===== src/rtl/experiment_pkg.sv =====
// Shared types for the experiment responder: FSM states, error codes and the
// width of the latency/timeout counters.
package experiment_pkg;

  localparam int CNT_W = 32;

  typedef enum logic [2:0] {
    S_IDLE       = 3'd0,
    S_FG_DELAY   = 3'd1,
    S_FG_HOLD    = 3'd2,
    S_WIRE_DELAY = 3'd3,
    S_WIRE_PULSE = 3'd4,
    S_DET_WAIT   = 3'd5,
    S_DONE       = 3'd6,
    S_ERROR      = 3'd7
  } state_e;

  typedef enum logic [1:0] {
    ERR_OK                 = 2'd0,
    ERR_DETONATION_TIMEOUT = 2'd1,
    ERR_DETECTOR_TIMEOUT   = 2'd2,
    ERR_PROTOCOL           = 2'd3
  } err_e;

  // Latency counters stick at all-ones instead of wrapping.
  function automatic logic [CNT_W-1:0] sat_inc(input logic [CNT_W-1:0] v);
    return (v == '1) ? v : v + 1'b1;
  endfunction

endpackage


===== src/rtl/experiment_responder_rise_detect.sv =====
// Rising-edge detector: one delay flop plus AND; the flop clears to 0 on reset.
module rise_detect (
  input  logic clock,
  input  logic reset_n,
  input  logic sig_in,
  output logic rise
);

  logic prev_q;
  logic prev_d;

  always_comb begin
    prev_d = sig_in;
  end

  always_ff @(posedge clock) begin
    if (!reset_n) begin
      prev_q <= 1'b0;
    end else begin
      prev_q <= prev_d;
    end
  end

  assign rise = sig_in & ~prev_q;

endmodule


===== src/rtl/experiment_responder.sv =====
// Plant-side emulator answering the experiment sequencer's timing lines.
// Optional latency counters are built when EXPERIMENT_RESPONDER_LATENCY_EN is defined.
module experiment_responder
  import experiment_pkg::*;
#(
  parameter int FG_READY_DELAY = 1000,
  parameter int WIRE_DELAY     = 200,
  parameter int PULSE_WIDTH    = 4,
  parameter int TIMEOUT        = 1_000_000
) (
  input  logic             clock,
  input  logic             reset_n,
  input  logic             arm,
  input  logic             detonation_signal,
  input  logic             detector_signal,
  output logic             fg_signal,
  output logic             wire_signal,
  output logic             busy,
  output logic             done,
  output logic [1:0]       error_code,
  output logic [CNT_W-1:0] fg_to_det,
  output logic [CNT_W-1:0] wire_to_det
);

  localparam logic [CNT_W-1:0] FG_LAST    = CNT_W'(FG_READY_DELAY - 1);
  localparam logic [CNT_W-1:0] WIRE_LAST  = CNT_W'(WIRE_DELAY - 1);
  localparam logic [CNT_W-1:0] PULSE_LAST = CNT_W'(PULSE_WIDTH - 1);
  localparam logic [CNT_W-1:0] TMO_LAST   = CNT_W'(TIMEOUT - 1);

  logic deton_rise;
  logic det_rise;

  rise_detect u_deton_rise (
    .clock   (clock),
    .reset_n (reset_n),
    .sig_in  (detonation_signal),
    .rise    (deton_rise)
  );

  rise_detect u_det_rise (
    .clock   (clock),
    .reset_n (reset_n),
    .sig_in  (detector_signal),
    .rise    (det_rise)
  );

  state_e           state_q, state_d;
  logic [CNT_W-1:0] cnt_q, cnt_d;
  logic             fg_q, fg_d;
  logic             wire_q, wire_d;
  logic             busy_q, busy_d;
  logic             done_q, done_d;
  err_e             err_q, err_d;

  // cnt_q is reused per phase; from wire rise it keeps running through
  // WIRE_PULSE into DET_WAIT so it doubles as the detector timeout.
  always_comb begin
    state_d = state_q;
    cnt_d   = cnt_q;
    fg_d    = fg_q;
    wire_d  = wire_q;
    done_d  = 1'b0;
    err_d   = err_q;

    case (state_q)
      S_IDLE: begin
        if (arm) begin
          if (detonation_signal || detector_signal) begin
            err_d  = ERR_PROTOCOL;
            done_d = 1'b1;
          end else begin
            err_d   = ERR_OK;
            cnt_d   = '0;
            state_d = S_FG_DELAY;
          end
        end
      end

      S_FG_DELAY: begin
        if (det_rise) begin
          err_d   = ERR_PROTOCOL;
          state_d = S_ERROR;
        end else if (cnt_q == FG_LAST) begin
          fg_d    = 1'b1;
          cnt_d   = '0;
          state_d = S_FG_HOLD;
        end else begin
          cnt_d = cnt_q + 1'b1;
        end
      end

      S_FG_HOLD: begin
        // A detector edge here, alone or together with detonation, is early.
        if (det_rise) begin
          err_d   = ERR_PROTOCOL;
          state_d = S_ERROR;
        end else if (deton_rise) begin
          fg_d    = 1'b0;
          cnt_d   = '0;
          state_d = S_WIRE_DELAY;
        end else if (cnt_q >= TMO_LAST) begin
          err_d   = ERR_DETONATION_TIMEOUT;
          state_d = S_ERROR;
        end else begin
          cnt_d = cnt_q + 1'b1;
        end
      end

      S_WIRE_DELAY: begin
        if (det_rise || deton_rise) begin
          err_d   = ERR_PROTOCOL;
          state_d = S_ERROR;
        end else if (cnt_q == WIRE_LAST) begin
          wire_d  = 1'b1;
          cnt_d   = '0;
          state_d = S_WIRE_PULSE;
        end else begin
          cnt_d = cnt_q + 1'b1;
        end
      end

      S_WIRE_PULSE: begin
        if (deton_rise) begin
          err_d   = ERR_PROTOCOL;
          state_d = S_ERROR;
        end else if (det_rise) begin
          state_d = S_DONE;
        end else if (cnt_q >= TMO_LAST) begin
          err_d   = ERR_DETECTOR_TIMEOUT;
          state_d = S_ERROR;
        end else begin
          cnt_d = cnt_q + 1'b1;
          if (cnt_q == PULSE_LAST) begin
            wire_d  = 1'b0;
            state_d = S_DET_WAIT;
          end
        end
      end

      S_DET_WAIT: begin
        if (deton_rise) begin
          err_d   = ERR_PROTOCOL;
          state_d = S_ERROR;
        end else if (det_rise) begin
          state_d = S_DONE;
        end else if (cnt_q >= TMO_LAST) begin
          err_d   = ERR_DETECTOR_TIMEOUT;
          state_d = S_ERROR;
        end else begin
          cnt_d = cnt_q + 1'b1;
        end
      end

      S_DONE, S_ERROR: begin
        done_d  = 1'b1;
        fg_d    = 1'b0;
        wire_d  = 1'b0;
        state_d = S_IDLE;
      end

      default: begin
        state_d = S_IDLE;
      end
    endcase

    busy_d = (state_d != S_IDLE);
  end

  always_ff @(posedge clock) begin
    if (!reset_n) begin
      state_q <= S_IDLE;
      cnt_q   <= '0;
      fg_q    <= 1'b0;
      wire_q  <= 1'b0;
      busy_q  <= 1'b0;
      done_q  <= 1'b0;
      err_q   <= ERR_OK;
    end else begin
      state_q <= state_d;
      cnt_q   <= cnt_d;
      fg_q    <= fg_d;
      wire_q  <= wire_d;
      busy_q  <= busy_d;
      done_q  <= done_d;
      err_q   <= err_d;
    end
  end

  assign fg_signal   = fg_q;
  assign wire_signal = wire_q;
  assign busy        = busy_q;
  assign done        = done_q;
  assign error_code  = err_q;

`ifdef EXPERIMENT_RESPONDER_LATENCY_EN
  logic [CNT_W-1:0] fg_to_det_q, fg_to_det_d;
  logic [CNT_W-1:0] wire_to_det_q, wire_to_det_d;
  logic             arm_accept;

  assign arm_accept = (state_q == S_IDLE) && arm && !detonation_signal && !detector_signal;

  // Each counter includes the edge on which the awaited input edge is seen.
  always_comb begin
    fg_to_det_d   = fg_to_det_q;
    wire_to_det_d = wire_to_det_q;
    if (arm_accept) begin
      fg_to_det_d   = '0;
      wire_to_det_d = '0;
    end else if (state_q == S_FG_HOLD) begin
      fg_to_det_d = sat_inc(fg_to_det_q);
    end else if ((state_q == S_WIRE_PULSE) || (state_q == S_DET_WAIT)) begin
      wire_to_det_d = sat_inc(wire_to_det_q);
    end
  end

  always_ff @(posedge clock) begin
    if (!reset_n) begin
      fg_to_det_q   <= '0;
      wire_to_det_q <= '0;
    end else begin
      fg_to_det_q   <= fg_to_det_d;
      wire_to_det_q <= wire_to_det_d;
    end
  end

  assign fg_to_det   = fg_to_det_q;
  assign wire_to_det = wire_to_det_q;
`else
  assign fg_to_det   = '0;
  assign wire_to_det = '0;
`endif

endmodule


===== config.mk =====
export PLATFORM = sky130hd
export DESIGN_NAME = experiment_responder
export DESIGN_NICKNAME = d
export VERILOG_FILES = /design/src/rtl/experiment_pkg.sv /design/src/rtl/experiment_responder_rise_detect.sv /design/src/rtl/experiment_responder.sv
export SDC_FILE = /design/constraint.sdc
export NUM_CORES = 1
export LEC_CHECK = 0
export ABC_CLOCK_PERIOD_IN_PS = 2050
export BUFFER_PORTS_ARGS = -buffer_cell sky130_fd_sc_hd__buf_2
export CAP_MARGIN = 20
export CORE_ASPECT_RATIO = 1.1
export CORE_MARGIN = 1.5
export CORE_UTILIZATION = 45
export CTS_CLUSTER_SIZE = 8
export DETAILED_ROUTE_END_ITERATION = 7
export PLACE_DENSITY = 0.71
export SKIP_LAST_GASP = 1
export SYNTH_ARGS = -nofsm -noshare
export SYNTH_HDL_FRONTEND = slang
export SYNTH_SLANG_ARGS = --single-unit
export TNS_END_PERCENT = 1

===== constraint.sdc =====
create_clock -name clock -period 2.05 [get_ports clock]
set_input_delay 0.1025 -clock clock [delete_from_list [all_inputs] [get_ports clock]]
set_output_delay 0.1025 -clock clock [all_outputs]
set_load 0.1 [all_outputs]

==> summary.txt <==
Run status
  • Run status: finished, violations left
  • Failing checks: setup timing

Power
  • Part of the total power dissipated in the clock network: 13.0%
  • Cell internal pwr: 2050 µW
  • Peak VDD IR: 0.369 mV
  • Relative contribution of sequential cells to total power: 22.9%
  • Switching share of power: 51.4%
  • Combinational share of power: 64.1%
  • PwrDens: 932 nW/µm²
  • Leak pwr: 0.00184 µW
  • P_sw: 2170 µW

Timing
  • Highest clock frequency the design can meet: 458 MHz
  • Slew Viols, Final: 0
  • Ratio of final minimum period to clock period: 107%
  • Setup_tns: -2.23 ns
  • Unrepaired setup endpoints after global routing: true
  • Number of setup violations in the final report: 36
  • Worst-margin pin slew: 0.504 ns
  • Worst clock skew: 0.00811 ns
  • Worst slew margin: 66.1%
  • Clock period minus final worst setup slack: 2.18 ns
  • Smallest setup slack after layout: -0.134 ns
  • Hold Violations, Final: 0
  • Final worst hold slack: 0.175 ns

Critical path
  • Sequence of cells on the critical path: or4b_4 > o32a_1 > a2bb2oi_4 > buf_6 > or4b_4 > a22oi_2
  • Worst reg-to-reg setup slack: -0.13 ns
  • Worst EP arrival: 2.42 ns
  • Count of cells along the worst register-to-register path: 6
  • Kind of end point of the critical path: flip-flop
  • Capture point of the worst reg-to-reg path: cnt_q[30]
  • Delay of the slowest critical-path stage: 0.51 ns
  • Worst-path maximum fanout: 5
  • Dominant cell type by count on the critical path: sky130_fd_sc_hd__or4b_4
  • Critical-path cell with the highest stage delay: sky130_fd_sc_hd__or4b_4
  • Required time reported for the critical path endpoint: 2.28 ns
  • Category of the worst setup path launch point: flip-flop
  • Startpoint of the worst register-to-register path: state_q[1]
  • Type of the worst setup path: reg2reg

Floorplanning
  • Die Width: 87.5 µm
  • Height of the chip: 95.9 µm
  • Area of the core region: 7510 µm²
  • Floorplan die area: 8390 µm²
  • Initial cell density of the core: 47.0%
  • Row Count: 33
  • Number of primary I/O pins: 75

Logic synthesis
  • Seq/Total Area, Yosys: 24.4%
  • Ys flop type: sky130_fd_sc_hd__dfxtp_1
  • Post-synth design cell area: 3530 µm²
  • Number of enable-type register cells in the synthesized netlist: 0
  • Most frequent cell after synthesis: sky130_fd_sc_hd__buf_4
  • Unique masters post-synth: 78
  • Post-synthesis register bit count: 43
  • Ranking of synthesized cells by instance count: sky130_fd_sc_hd__buf_4, sky130_fd_sc_hd__dfxtp_1, sky130_fd_sc_hd__nand2_1
  • Async S/R FF share, synth: 0%
  • Cell accounting for the most synthesized area: sky130_fd_sc_hd__dfxtp_1
  • Mean area per synthesized cell: 7.80 µm²
  • Share of Yosys cell area claimed by the top area cell type: 24.4%
  • Ranking of synthesized cells by area: sky130_fd_sc_hd__dfxtp_1, sky130_fd_sc_hd__buf_4, sky130_fd_sc_hd__o21ai_0
  • Number of warning messages in the yosys log: 0
  • Count of mapped cells out of synthesis: 453

Clock tree
  • Cts bufs inserted: 5
  • Clock edge transition at the registers on the reported setup and hold paths: 0.09 ns
  • CTS tree: done
  • Clock latency on the worst-skew pair: 0.30 ns
  • Depth of the CTS H-tree: 2
  • CTS Root Buffer Type: sky130_fd_sc_hd__clkbuf_8
  • Clock sink count: 43
  • Maximum root-to-sink buffer count: 2

Detailed routing
  • Vias per inst: 5.72
  • Count of routing violations after the opening detailed-route iteration: 310
  • Detailed route wirelength on metal3: 709 µm
  • Met2 Wirelength: 5380 µm
  • Post-detailed-route count of antenna-violating nets: 0
  • Final Routed Wirelength: 10,700 µm
  • Uppermost signal routing layer after detailed routing: met4
  • Detailed-route wire length per cell: 16.2 µm
  • Vias after detailed routing: 3,784
  • Number of remaining DRC errors: 0
  • Count of TritonRoute iterations in the first routing pass: 5
  • Routed metal-1 wire length: 4360 µm

Layout
  • Storage element area: 871 µm²
  • Count of fill cells added during filler insertion: 693
  • Share of layout cells above drive strength 1: 32.5%
  • Antenna diode count: 0
  • Final net count: 562
  • Signed area change from the synthesized netlist to the final layout: 28.1%
  • Area used by multi-input combinational logic: 2410 µm²

Global routing
  • Global route overflow: 0
  • Antenna violations before repair: 0
  • First-pass GRT wire length: 16,600 µm
  • Overall track demand over capacity in global routing: 25.2%
  • Number of global-route vias before repair: 3,546
  • Largest net degree at the start of global routing: 19

Place
  • Total half-perimeter wirelength after legalization and detailed placement: 7830 µm
  • Buffers added on ports: 10
  • Routability cong.: 0.952
  • Pre-CTS WS: -0.230 ns

Min path
  • Hold path endpoint: u_det_rise.prev_q
  • Hold Crit Start: detector_signal
  • Worst min path class: in2reg
  • Worst Hold Depth: 3

Job
  • Count of maximum capacitance violations: 0
[cells in the final DEF, fill, tap and decap left out, drive strengths merged, types with 3 or more instances in the layout]
cell type    n
o31ai        7
a211oi       7
nor2b        4
and4         4
o2111ai      3
nand3       22
o22ai        3
clkbuf       7
and3        15
or4b         3
o21a         4
a311oi      12
buf        124
a31oi       23
nand4       18
or4          3
and2         5
a21oi       22
nor4         8
nand3b       3
nand2       31
conb        64
or3          3
nor2        19
dfxtp       43
inv         14
o21ai       31
nor3        12
nand2b       4
[state kept, by name (all words and copies together), names as in the netlist]
register	count
busy	1
cnt_q	32
done	1
error_code	2
fg_signal	1
state_q	3
u_det_rise.prev_q	1
u_deton_rise.prev_q	1
wire_signal	1
[cells by family (layout without fill, tap and decap cells)]
group	after synthesis	count (layout)	synth area share [%]
buf+inv	107	147	19.4
simple gates	166	166	27.8
mux	1	1	0.283
fa+ha+maj	1	1	0.354
other cells	1	64	0.106
flops	43	43	24.4
compound gates	134	135	27.6
[metal layers]
| layer | vias to the layer above | track usage, % |
|---|---|---|
| met1 | 1780 | 30.5 |
| met3 | 35 | 4.12 |
| met4 | 0 | 8.47 |
| li1 | 1791 | - |
| met5 | - | 0 |
| met2 | 178 | 45.1 |
[per-stage QoR]
step | util, % | instances | total power, µW | cell area, µm²
floorplan | - | 516 | 2730 | 3800
global placement | 54.9 | 641 | 3340 | 4130
detailed placement | 54.9 | 641 | 3370 | 4130
CTS | 56.8 | 652 | 3930 | 4270
global route | 60.2 | 662 | 4390 | 4520
finish | 60.2 | 662 | 4210 | 4520
[worst max path at each step]
stage	startpoint	end	slack, ns	cells after the start
floorplan	cnt_q[5]	cnt_q[6]	-0.05	7
global placement	state_q[1]	cnt_q[0]	-0.16	6
detailed placement	state_q[1]	cnt_q[0]	-0.23	6
CTS	state_q[1]	cnt_q[16]	-0.13	10
global route	state_q[1]	cnt_q[25]	-0.21	8
finish	state_q[1]	cnt_q[30]	-0.13	6
[worst max-delay path: cells and delay by family (launching register included)]
family	cells	cell delay (ns)
compound gates	3	0.66
buf+inv	1	0.14
flops	1	0.33
simple gates	2	1.00
[power groups by stage]
stage / registers [µW] / clock network (µW) / logic [µW]
after floorplan: 1180 / 0 / 1550
after global placement: 970 / 0 / 2370
after detailed placement: 974 / 0 / 2390
after CTS: 954 / 552 / 2430
after global routing: 975 / 591 / 2830
final: 965 / 547 / 2700
[what timing repair did]
item	in CTS	in global routing
setup endpoints to repair	39	40
cloned	1	0
gates resized for setup	8	37
pin swaps	4	20
buffers inserted	2	10
hold buffers	0	0
[cell type report]
class                   instances  area share, %
multi-input cells             367           53.3
repair buffers                124           21.5
flip-flops and latches         43           19.3
well taps                     105           2.90
clock buffers                   7           1.69
inverters                      15           1.24
clock inverters                 1          0.111
(Power assumes the default switching activity.)
